--- src/rtl/hdmi_scope_pkg.sv ---
// rtl/hdmi_scope_pkg.sv - shared writer states and colour constants for the scope display engine
package hdmi_scope_pkg;

  typedef enum logic {
    WRITE = 1'b0,
    DONE  = 1'b1
  } wr_state_e;

  localparam logic [23:0] WHITE     = 24'hFFFFFF;
  localparam logic [23:0] BLACK     = 24'h000000;
  localparam logic [23:0] GRID      = 24'h404040;
  localparam int          GRID_STEP = 16;

endpackage

--- src/rtl/hdmi_timing_gen.sv ---
// rtl/hdmi_timing_gen.sv - pixel/line counters with active, hsync and vsync decode
module hdmi_timing_gen #(
  parameter int OFFSCREEN_MAX_X = 800,
  parameter int OFFSCREEN_MAX_Y = 525,
  parameter int HFP             = 16,
  parameter int HS              = 96,
  parameter int VFP             = 10,
  parameter int VS              = 2
) (
  input  logic        clk_i,
  input  logic        rst_i,
  input  logic [31:0] width_i,
  input  logic [31:0] height_i,
  output logic [31:0] x_o,
  output logic [31:0] y_o,
  output logic        active_o,
  output logic        hs_o,
  output logic        vs_o,
  output logic        frame_end_o
);

  logic [31:0] x_q, x_d;
  logic [31:0] y_q, y_d;
  logic        line_end;

  assign line_end = (x_q == 32'(OFFSCREEN_MAX_X - 1));

  always_comb begin
    x_d = x_q + 32'd1;
    y_d = y_q;
    if (line_end) begin
      x_d = '0;
      y_d = (y_q == 32'(OFFSCREEN_MAX_Y - 1)) ? '0 : y_q + 32'd1;
    end
  end

  always_ff @(posedge clk_i) begin
    if (rst_i) begin
      x_q <= '0;
      y_q <= '0;
    end else begin
      x_q <= x_d;
      y_q <= y_d;
    end
  end

  assign x_o         = x_q;
  assign y_o         = y_q;
  assign active_o    = (x_q < width_i) && (y_q < height_i);
  assign hs_o        = (x_q >= width_i + 32'(HFP)) && (x_q < width_i + 32'(HFP + HS));
  assign vs_o        = (y_q >= height_i + 32'(VFP)) && (y_q < height_i + 32'(VFP + VS));
  assign frame_end_o = line_end && (y_q == 32'(OFFSCREEN_MAX_Y - 1));

endmodule

--- src/rtl/hdmi_scope_controller.sv ---
// rtl/hdmi_scope_controller.sv - ping-pong 1-bit frame buffer scope display; HDMI_GRID_EN adds a grey graticule
module hdmi_scope_controller
  import hdmi_scope_pkg::*;
#(
  parameter int ADDR_WIDTH      = 19,
  parameter int VAL_RES         = 12,
  parameter int OFFSCREEN_MAX_X = 800,
  parameter int OFFSCREEN_MAX_Y = 525,
  parameter int HFP             = 16,
  parameter int HS              = 96,
  parameter int VFP             = 10,
  parameter int VS              = 2
) (
  input  logic                  pixclk,
  input  logic                  rst,
  input  logic [VAL_RES-1:0]    val,
  input  logic                  readValEn,
  input  logic [31:0]           width,
  input  logic [31:0]           height,
  input  logic                  RD0,
  input  logic                  RD1,
  output logic                  VDEn,
  output logic                  hSync,
  output logic                  vSync,
  output logic [23:0]           pixel,
  output logic                  WE0,
  output logic                  WE1,
  output logic [ADDR_WIDTH-1:0] addrB0,
  output logic [ADDR_WIDTH-1:0] addrB1,
  output logic                  WD
);

  logic [31:0] cx, cy;
  logic        active, hs, vs, frame_end;

  hdmi_timing_gen #(
    .OFFSCREEN_MAX_X(OFFSCREEN_MAX_X), .OFFSCREEN_MAX_Y(OFFSCREEN_MAX_Y),
    .HFP(HFP), .HS(HS), .VFP(VFP), .VS(VS)
  ) u_timing (
    .clk_i(pixclk), .rst_i(rst), .width_i(width), .height_i(height),
    .x_o(cx), .y_o(cy), .active_o(active), .hs_o(hs), .vs_o(vs), .frame_end_o(frame_end)
  );

  // Row of the trace pixel for one column; values above the scale clamp to the top row.
  function automatic logic [31:0] trace_row(input logic [VAL_RES-1:0] s, input logic [31:0] h);
    logic [32+VAL_RES-1:0] prod;
    logic [31:0]           scaled;
    prod   = (32+VAL_RES)'(h - 32'd1) * (32+VAL_RES)'(s);
    scaled = 32'(prod >> VAL_RES);
    if (({1'b0, scaled} + 33'd2) > {1'b0, h}) return '0;
    return h - 32'd2 - scaled;
  endfunction

  wr_state_e            state_q, state_d;
  logic [31:0]          col_q, col_d, row_q, row_d, trow_q, trow_d, trow_cur;
  logic [VAL_RES-1:0]   sample_q, sample_d, cur_sample;
  logic                 front_q, front_d;
  logic                 vden_q, hsync_q, vsync_q;
  logic                 writing, we_back, rd_front;
  logic [ADDR_WIDTH-1:0] rd_addr, wr_addr;

  always_comb begin
    state_d    = state_q;
    col_d      = col_q;
    row_d      = row_q;
    front_d    = front_q;
    sample_d   = sample_q;
    trow_d     = trow_q;
    cur_sample = sample_q;
    trow_cur   = trow_q;
    writing    = 1'b0;
    case (state_q)
      WRITE: begin
        writing = 1'b1;
        if (row_q == '0) begin
          if (readValEn) cur_sample = val;
          sample_d = cur_sample;
          trow_cur = trace_row(cur_sample, height);
          trow_d   = trow_cur;
        end
        if (row_q == height - 32'd1) begin
          row_d = '0;
          if (col_q == width - 32'd1) begin
            col_d   = '0;
            state_d = DONE;
          end else begin
            col_d = col_q + 32'd1;
          end
        end else begin
          row_d = row_q + 32'd1;
        end
      end
      DONE: begin
        // Swap only on the last blanking cycle so the new front starts clean at pixel 0.
        if (frame_end) begin
          front_d = ~front_q;
          state_d = WRITE;
          col_d   = '0;
          row_d   = '0;
        end
      end
      default: state_d = WRITE;
    endcase
  end

  always_ff @(posedge pixclk) begin
    if (rst) begin
      state_q  <= WRITE;
      col_q    <= '0;
      row_q    <= '0;
      trow_q   <= '0;
      sample_q <= '0;
      front_q  <= 1'b0;
      vden_q   <= 1'b0;
      hsync_q  <= 1'b0;
      vsync_q  <= 1'b0;
    end else begin
      state_q  <= state_d;
      col_q    <= col_d;
      row_q    <= row_d;
      trow_q   <= trow_d;
      sample_q <= sample_d;
      front_q  <= front_d;
      vden_q   <= active;
      hsync_q  <= hs;
      vsync_q  <= vs;
    end
  end

  assign rd_addr  = active ? ADDR_WIDTH'(cy * width + cx) : '0;
  assign wr_addr  = ADDR_WIDTH'(row_q * width + col_q);
  assign we_back  = writing && !rst;
  assign WE0      = we_back && front_q;
  assign WE1      = we_back && !front_q;
  assign addrB0   = rst ? '0 : (front_q ? wr_addr : rd_addr);
  assign addrB1   = rst ? '0 : (front_q ? rd_addr : wr_addr);
  assign WD       = we_back && (row_q == trow_cur);
  assign VDEn     = vden_q && !rst;
  assign hSync    = hsync_q && !rst;
  assign vSync    = vsync_q && !rst;
  assign rd_front = front_q ? RD1 : RD0;

`ifdef HDMI_GRID_EN
  logic grid_q;

  always_ff @(posedge pixclk) begin
    if (rst) grid_q <= 1'b0;
    else     grid_q <= active && ((cx % 32'(GRID_STEP)) == '0 || (cy % 32'(GRID_STEP)) == '0);
  end

  always_comb begin
    pixel = BLACK;
    if (VDEn) pixel = rd_front ? WHITE : (grid_q ? GRID : BLACK);
  end
`else
  always_comb begin
    pixel = BLACK;
    if (VDEn) pixel = rd_front ? WHITE : BLACK;
  end
`endif

endmodule

--- config.mk ---
export PLATFORM = sky130hd
export DESIGN_NAME = hdmi_scope_controller
export DESIGN_NICKNAME = d
export VERILOG_FILES = /design/src/rtl/hdmi_scope_pkg.sv /design/src/rtl/hdmi_timing_gen.sv /design/src/rtl/hdmi_scope_controller.sv
export SDC_FILE = /design/constraint.sdc
export NUM_CORES = 2
export LEC_CHECK = 0
export BUFFER_PORTS_ARGS = -buffer_cell sky130_fd_sc_hd__buf_2
export CELL_PAD_IN_SITES_DETAIL_PLACEMENT = 1
export CELL_PAD_IN_SITES_GLOBAL_PLACEMENT = 2
export CORE_UTILIZATION = 36
export CTS_BUF_LIST = sky130_fd_sc_hd__clkbuf_4 sky130_fd_sc_hd__clkbuf_8
export CTS_CLUSTER_DIAMETER = 120
export DETAILED_ROUTE_END_ITERATION = 8
export PLACE_DENSITY_LB_ADDON = 0.15
export SLEW_MARGIN = 20
export SYNTH_ARGS = -nofsm -noshare
export SYNTH_HDL_FRONTEND = slang
export SYNTH_SLANG_ARGS = --single-unit
--- constraint.sdc ---
create_clock -name pixclk -period 9.95 [get_ports pixclk]
set_input_delay 0.4975 -clock pixclk [delete_from_list [all_inputs] [get_ports pixclk]]
set_output_delay 0.4975 -clock pixclk [all_outputs]
set_load 0.02 [all_outputs]
==> metrics.md <==
| Metric | Value |
|---|---|
| Worst skew pair latency | `0.69 ns` |
| Critical Path AT | `10.39 ns` |
| Status | `finished, violations left` |
| Hold Path Depth | `3` |
| Max Buffers Root-to-Sink | `2` |
| Failing checks | `negative setup slack` |
| Remaining DRCs | `0` |
| Most frequent CP cell | `buf_4` |
| Grt total ovfl | `0` |
| Cts hold-fix bufs | `0` |
| Simple-Gate Fraction of Synth Area | `20.7%` |
| Nets | `7823` |
| Clk sinks | `177` |
| CP max FO | `5` |
| Seq/Total Area, Yosys | `7.65%` |
| Startpoint Class | `input port` |
| Buf/Inv on CP | `15` |
| Hpwl dp | `162 mm` |
| RR Endpoint | `trow_q[30]$_SDFF_PP0_` |
| Die area | `130000 um^2` |
| Avg Cell Area, Syn | `7.83 um^2` |
| Worst R2R Start | `sample_q[3]$_SDFFE_PP0P_` |
| WS Path Type | `in2out` |
| Root Buffer | `clkbuf_8` |
| Finished Layout Cells | `8282` |
| Global-route wire length before repair | `293 mm` |
| Pre-CTS WS | `-1.77 ns` |
| Final hold violations | `0` |
| Total CTS buffers | `17` |
| Crit. End Element | `primary output` |
| XOR/XNOR Fraction of Synth Area | `9.49%` |
| Critical Path Sink | `WD` |
| Max-slew violation count | `0` |
| Fmax | `91.8 MHz` |
| Post-synth ARST share | `0%` |
| # rows | `131` |
| Levels on crit path | `46` |
| Slowest cell delay on critical path | `0.57 ns` |
| Complex-gate fraction of the synthesized area | `10.5%` |
| CTS tree | `done` |
| Gpl congestion | `0.947` |
| Crit path time final | `10.89 ns` |
| Worst setup margin | `-0.939 ns` |
| Die Y | `361 um` |
| Die width | `361 um` |
| Router iterations before antenna repair | `5` |
| Setup Skew | `0.0518 ns` |
| Antenna Violating Nets Remaining | `0` |
| Largest net degree at the start of global routing | `55` |
| Crit-path leading delay family | `adder cells` |
| Util after Layout | `44.3%` |
| Slew @ Worst Pin | `1.07 ns` |
| Slew margin rel. | `27.9%` |
| Req. time, crit path | `9.45 ns` |
| Post-route clock period utilization | `109%` |
| Synth Instances | `5917` |
| Via count | `44100` |
| Share of post-route cells with drive strength above 1 | `19.2%` |
| Critical-path top delay cell | `or4_4` |
| Setup Viol. Count Final | `1` |
| Synth cell types | `95` |
| Max-Cap Viols | `0` |
| Netlist Area Pre-Place | `46300 um^2` |
| Number of fill cells | `15400` |
| Synthesized Nets | `7134` |
| Wire per inst | `23.4 um` |
| IO buf count | `148` |
| EDFF count, synth | `0` |
| Placed insts | `8175` |
| Clk slew on worst S/H paths | `0.15 ns` |
| Initial antenna violation count | `11` |
| Area share of fa/ha/maj cells after synthesis | `40.7%` |
| Hold Path Class | `in2reg` |
| Initial Util | `36.3%` |
| YS warnings | `0` |
| Worst Reg-to-Reg Cells | `39` |
| Total GRT Usage | `29.9%` |
| Design Area, Final | `56500 um^2` |
| Post-synth top flop | `dfxtp_1` |
| R2r setup slk | `0.89 ns` |
| Synth Register Bits | `177` |
| Initial drt markers | `3146` |
| IO Pins | `149` |
| Via density per instance | `5.33` |
| Largest family of logic cells by synthesized area | `adder cells` |
| Placed cell areas | `54200 um^2` |
| RSZ-0062 raised after global routing | `yes` |
| Mux cell area share after synthesis | `0.622%` |
| Core area | `128000 um^2` |
| Crit path from | `height[8]` |
| H-tree depth | `4` |
| Layout area overhead | `22.0%` |
| Vias in the first global route | `45900` |
| Final WL | `194 mm` |
## state kept, by name, indices dropped and copies added, names as in the netlist
| register | count |
|---|---|
| state_q | 1 |
| row_q | 32 |
| front_q | 1 |
| vden_q | 1 |
| u_timing.y_o | 32 |
| vsync_q | 1 |
| hsync_q | 1 |
| trow_q | 32 |
| u_timing.x_o | 32 |
| col_q | 32 |
| sample_q | 12 |
## worst min-delay path: cells and delay by family
kind / cells / cell delay (ns)
buffers and inverters: 1 / 0.12
muxes: 1 / 0.18
AOI/OAI and AO/OA: 1 / 0.10
## timing repair
action	4_1_cts	5_1_grt
gates resized for setup	230	35
endpoints found under the hold margin	0	0
pin swaps	162	38
endpoints found under the setup margin	33	33
buffers inserted	68	7
## cells in the final DEF (no fill, tap or decap), types with 14 or more instances in the layout
cell type | synthesis | final
nor2_1 | 532 | 516
a21o_1 | 90 | 89
o21a_1 | 26 | 26
o21ai_1 | 0 | 15
nor2b_1 | 56 | 54
dfxtp_1 | 177 | 177
nand2b_1 | 50 | 48
and3_1 | 66 | 61
fa_1 | 614 | 612
xor2_1 | 102 | 101
xnor2_1 | 374 | 342
o211ai_1 | 14 | 14
ha_1 | 522 | 487
a211oi_1 | 29 | 23
inv_2 | 4 | 14
a31oi_1 | 35 | 32
nand3_1 | 146 | 138
clkbuf_8 | 0 | 17
o21bai_1 | 23 | 23
nor4_1 | 67 | 55
nand4_1 | 91 | 91
buf_2 | 9 | 142
nand2_1 | 746 | 735
clkinv_1 | 24 | 24
buf_4 | 24 | 758
buf_6 | 3 | 23
o22ai_1 | 16 | 16
o21ai_0 | 193 | 174
or3_1 | 45 | 41
buf_12 | 0 | 22
a21oi_2 | 0 | 22
xnor2_2 | 2 | 23
nand3b_1 | 17 | 17
nor3_1 | 78 | 67
a21oi_1 | 257 | 229
or2_2 | 17 | 17
ha_4 | 0 | 30
and2_1 | 77 | 73
inv_1 | 954 | 941
## cell type report
type	count	area, um^2	area share (%)
timing repair buffer	947	7150	12.7
tap	1662	2080	3.68
clock buffer	18	241	0.427
antenna	1	2.50	0.00443
sequential	177	3540	6.27
clock inverter	14	140	0.248
inverter	982	3690	6.54
multi-input combinational	4481	39600	70.2
## kinds of logic after synthesis
family	count (synthesis)
adders and majority gates	1136
DFF	177
AOI/OAI and AO/OA	783
buffers and inverters	1259
and+or+nand+nor	2049
xor gates and xnor gates	486
muxes	27
## synthesized netlist by cell type, drive strengths merged, types with 66 or more instances
cell	n	area share, %
dfxtp	177	7.7
nand4	91	1.2
fa	614	27
a21o	90	1.5
xnor2	378	7.3
nand3	147	1.6
o21ai	193	2.1
nand2	746	6.0
ha	522	14
nor4	71	1.1
inv	958	7.8
nor3	79	0.86
and2	78	1.1
xor2	102	1.9
a21oi	257	2.8
nor2	533	4.3
and3	66	0.89
clkbuf	218	1.8
## how the worst min path moves through the flow
stage,startpoint,to
finish,val[11],sample_q[11]$_SDFFE_PP0P_
global route,val[11],sample_q[11]$_SDFFE_PP0P_
CTS,val[11],sample_q[11]$_SDFFE_PP0P_
detailed placement,trow_q[9]$_SDFF_PP0_,trow_q[9]$_SDFF_PP0_
global placement,trow_q[9]$_SDFF_PP0_,trow_q[9]$_SDFF_PP0_
floorplan,trow_q[9]$_SDFF_PP0_,trow_q[9]$_SDFF_PP0_
## stage by stage
stage          hold WS (ns)  TNS (ns)
3_5_place_dp          0.469    -35.63
3_3_place_gp          0.463    -29.93
5_1_grt               0.244     -1.37
2_1_floorplan         0.449   -0.0321
4_1_cts               0.179    -0.929
6_report              0.245    -0.939
## routing by layer
| layer | track usage [%] | part of all wire (%) |
|---|---|---|
| met1 | 43.8 | 48 |
| met2 | 46.7 | 44 |
| met3 | 4.07 | 5.3 |
| met4 | 5.77 | 1.7 |
| met5 | 0 | 0.014 |
Power is not shown: default switching activity piles up to over one toggle a cycle in this logic, so the estimate is an artifact.
